<file path="config.mk">
export PLATFORM = sky130hd
export DESIGN_NAME = scan_sequencer
export DESIGN_NICKNAME = d
export VERILOG_FILES = /design/src/rtl/scan_sequencer.sv
export SDC_FILE = /design/constraint.sdc
export NUM_CORES = 1
export LEC_CHECK = 0
export ABC_AREA = 0
export BUFFER_PORTS_ARGS = -buffer_cell sky130_fd_sc_hd__buf_2
export CELL_PAD_IN_SITES_DETAIL_PLACEMENT = 1
export CELL_PAD_IN_SITES_GLOBAL_PLACEMENT = 2
export CORE_MARGIN = 4
export CORE_UTILIZATION = 32
export CTS_CLUSTER_SIZE = 16
export DETAILED_ROUTE_END_ITERATION = 6
export GPL_ROUTABILITY_DRIVEN = 0
export GPL_TIMING_DRIVEN = 0
export PLACE_DENSITY = 0.89
export SLEW_MARGIN = 15
export SYNTH_ARGS = -nofsm -noshare
export SYNTH_HDL_FRONTEND = slang
export SYNTH_SLANG_ARGS = --single-unit
export TNS_END_PERCENT = 5
</file>
<file path="constraint.sdc">
create_clock -name clk -period 2.5 [get_ports clk]
set_input_delay 0.625 -clock clk [delete_from_list [all_inputs] [get_ports clk]]
set_output_delay 0.625 -clock clk [all_outputs]
set_load 0.02 [all_outputs]
</file>
<file path="src/rtl/scan_sequencer.sv">
// rtl/scan_sequencer.sv - channel index sequencer with programmable dwell for scan decoders
module scan_sequencer #(
  parameter int NUM_CH  = 16,
  parameter int DWELL_W = 16
) (
  input  logic               clk,
  input  logic               rst_n,
  input  logic               start,
  input  logic               stop,
  input  logic               enable,
  input  logic               mode,
  input  logic [DWELL_W-1:0] dwell,
  output logic [3:0]         index,
  output logic               indexValid,
  output logic               stepStrobe,
  output logic               scanDone,
  output logic               busy
);

  typedef enum logic {
    IDLE = 1'b0,
    SCAN = 1'b1
  } state_t;

  localparam logic [3:0] LAST_IDX = 4'(NUM_CH - 1);

  state_t             state, state_d;
  logic [DWELL_W-1:0] cnt, cnt_d;
  logic               mode_q, mode_d;
  logic [3:0]         index_d;
  logic               valid_d, strobe_d, done_d;

  // State and all outputs are flops; reset clears everything regardless of inputs.
  always_ff @(posedge clk) begin
    if (!rst_n) begin
      state      <= IDLE;
      cnt        <= '0;
      mode_q     <= 1'b0;
      index      <= 4'd0;
      indexValid <= 1'b0;
      stepStrobe <= 1'b0;
      scanDone   <= 1'b0;
    end else begin
      state      <= state_d;
      cnt        <= cnt_d;
      mode_q     <= mode_d;
      index      <= index_d;
      indexValid <= valid_d;
      stepStrobe <= strobe_d;
      scanDone   <= done_d;
    end
  end

  // Next-state logic; dwell is loaded on every index entry so a new value
  // applies from the following index, while the current one keeps its period.
  always_comb begin
    state_d  = state;
    cnt_d    = cnt;
    mode_d   = mode_q;
    index_d  = index;
    valid_d  = indexValid;
    strobe_d = 1'b0;
    done_d   = 1'b0;
    unique case (state)
      IDLE: begin
        index_d = 4'd0;
        valid_d = 1'b0;
        if (start && !stop) begin
          state_d  = SCAN;
          valid_d  = 1'b1;
          strobe_d = 1'b1;
          cnt_d    = dwell;
          mode_d   = mode;
        end
      end
      SCAN: begin
        if (stop) begin
          state_d = IDLE;
          index_d = 4'd0;
          valid_d = 1'b0;
        end else if (enable) begin
          if (cnt != '0) begin
            cnt_d = cnt - DWELL_W'(1);
          end else if (index < LAST_IDX) begin
            index_d  = index + 4'd1;
            strobe_d = 1'b1;
            cnt_d    = dwell;
          end else if (!mode_q) begin
            index_d  = 4'd0;
            strobe_d = 1'b1;
            cnt_d    = dwell;
          end else begin
            state_d = IDLE;
            index_d = 4'd0;
            valid_d = 1'b0;
            done_d  = 1'b1;
          end
        end
      end
      default: begin
        state_d = IDLE;
        index_d = 4'd0;
        valid_d = 1'b0;
      end
    endcase
  end

  assign busy = (state == SCAN);

endmodule

</file>
==> results.tsv <==
metric	value	unit
fill_cells	618	
cp-startpoint	cnt[7]$_SDFFE_PN0P_	
slew_violations	0	
required	2.66	ns
start_util	33.0	%
clk_pin_slew_worst_paths	0.10	ns
slowest_stage	or4_1	
cts_max_path_buffers	2	
powerDensity	569	mW/mm²
hpwl	3.42	mm
antenna_found_initial	0	
synth_ff_type	dfxtp_1	
wirelength	4.66	mm
synth_edf_count	0	
fin_cells	276	
min_path_type	reg2reg	
endpoint	cnt[10]$_SDFFE_PN0P_	
fin_tns_setup	0	ns
grt_pass1_wl	8.02	mm
cap_viol_max_count	0	
rsz0062_at_grt	no	
finalSetupViolCount	0	
drt_pass1_iterations	4	
synth-seq-cells	25	
r2r_start	cnt[7]$_SDFFE_PN0P_	
cts_root_buf	clkbuf_8	
crit_fanout	10	
core	0.00469	mm²
synth.top_cells.by_count	dfxtp_1 (25), nand2_1 (18), nor2_1 (15), a21oi_1 (13), nand3_1 (9)	
ys_seq_area_share	32.4	%
syn-cell-area	0.00155	mm²
dpl.cell_count	272	
critPathCaptureType	flop	
fin_crit_sh	92.8	%
syn-num-nets	215	
htree_levels	1	
synthCells	190	
finalPower	1.03	mW
cts_resized	0	
io_buffers	28	
postCtsSetupRepairBufs	0	
std_cell_rows	25	
syn_avg_cell_area	8.14	µm²
slew_headroom	61.7	%
num_io_pins	30	
synth_cell_type_count	52	
critPathKind	reg2reg	
r2r_cells	6	
r2r_slack	0.18	ns
rr_endpoint	cnt[10]$_SDFFE_PN0P_	
vdd_ir_drop_max	292	µV
layout-drive-gt1-share	22.1	%
netlist.area_leader.share	32.4	%
report.final.hold_viol_count	0	
grt_usage	16.5	%
crit_arrival	2.48	ns
fin_util	38.4	%
leakagePower	0.684	nW
grt_max_degree	16	
synth_top_area_cell	dfxtp_1	
cts_tree	done	
yosysMostFrequentCell	dfxtp_1	
fp.dieW	77.5	µm
status	completed	
layout_min_cycle_time	2.32	ns
fin_worst_skew	0.00445	ns
via_count	1589	
holdPathStages	2	
nets	248	
async_reset_ff_share	0	%
cp_cell_sequence	or4_1 -> buf_2 -> nor2_2 -> a32oi_2 -> nand2_2 -> o22ai_1	
die_h	77.5	µm
fin_hold_ws	0.469	ns
cts_sinks	25	
diodes	0	
synthTopCellsByArea	dfxtp_1 (32%), mux2i_1 (5.2%), nand2_1 (4.4%)	
detail_route.vias_per_cell	5.76	
max_stage_delay	0.53	ns
drc_errors	0	
fmax	431	MHz
antenna_left	0	
hold_buffers	0	
cts-buffers-inserted	3	
yosys_warnings	0	
drt_iter0_drc	78	
start_kind	flop	
tightest_slew	0.574	ns
areaGrowthSynthToFinish	16.6	%
globalRouteOverflowTotal	0	
clock_latency	0.28	ns
grt_pass1_vias	1618	
detail_route.wl_per_cell	16.9	µm
die_area	0.00601	mm²
-- logic make-up after synthesis --
family                     share of synthesized area [%]
and+or+nand+nor                                     29.5
AOI/OAI and AO/OA                                   24.6
adders and majority gates                           2.43
buffers and inverters                               5.34
DFF                                                 32.4
muxes                                               5.18
xor gates and xnor gates                           0.566
-- sequential cells by signal (all words and copies together), names as in the netlist --
name / flops
busy: 1
mode_q: 1
cnt: 16
index: 4
scanDone: 1
indexValid: 1
stepStrobe: 1
-- worst max-delay path, delay by kind of cell, from the launching register on --
kind / cells / cell delay, ns
DFF: 1 / 0.39
AOI/OAI and AO/OA: 2 / 0.47
and+or+nand+nor: 3 / 1.16
buffers and inverters: 1 / 0.17
-- area by class of cell --
type	instances	area, µm²	share of cell area (%)
plain buffers	9	52.6	2.91
clock buffers	3	41.3	2.29
clock inverters	1	7.51	0.416
inverters	8	30.0	1.67
multi-input cells	148	963	53.4
flip-flops and latches	25	500	27.8
well taps	54	67.6	3.75
repair buffers	28	140	7.77
-- layer usage --
layer	vias to the layer above	track usage, %	routed length [µm]
met4	0	3.56	23
met5	-	0	0
li1	788	-	-
met3	2	3.25	170
met2	27	28.1	2140
met1	772	21.5	2330
-- worst min path at each step --
stage                     slack [ns]              endpoint            startpoint
after detailed placement        0.46  cnt[10]$_SDFFE_PN0P_  cnt[10]$_SDFFE_PN0P_
after CTS                       0.47  cnt[10]$_SDFFE_PN0P_  cnt[10]$_SDFFE_PN0P_
final                           0.47   mode_q$_SDFFE_PN0P_   mode_q$_SDFFE_PN0P_
after floorplan                 0.43  cnt[10]$_SDFFE_PN0P_  cnt[10]$_SDFFE_PN0P_
after global routing            0.50   mode_q$_SDFFE_PN0P_   mode_q$_SDFFE_PN0P_
after global placement          0.44  cnt[10]$_SDFFE_PN0P_  cnt[10]$_SDFFE_PN0P_
-- cells in the final DEF, fill, tap and decap left out, types with 5 or more instances in the layout --
master / Yosys / final
a21oi_1: 13 / 13
nand3_1: 9 / 9
buf_2: 3 / 31
nor4_1: 8 / 8
o22ai_1: 8 / 8
dfxtp_1: 25 / 25
inv_1: 7 / 7
nand4_1: 5 / 5
nand2_1: 18 / 18
mux2i_1: 8 / 8
o21ai_0: 5 / 5
nor3_1: 6 / 6
nor2_1: 15 / 15
-- stage by stage --
step	area, µm²	worst slack, ns
3_5_place_dp	1750	0.229
4_1_cts	1800	0.212
6_report	1800	0.180
2_1_floorplan	1550	0.510
5_1_grt	1800	0.0333
3_3_place_gp	1750	0.231
-- power breakdown --
| group | internal (mW) | switching (mW) | total (mW) | leakage [nW] |
|---|---|---|---|---|
| registers | 0.421 | 0.0248 | 0.446 | 0.204 |
| logic | 0.126 | 0.196 | 0.322 | 0.458 |
| clock network | 0.113 | 0.145 | 0.258 | 0.0217 |
| total | 0.660 | 0.366 | 1.03 | 0.684 |
Power figures use the tool's default switching activity.
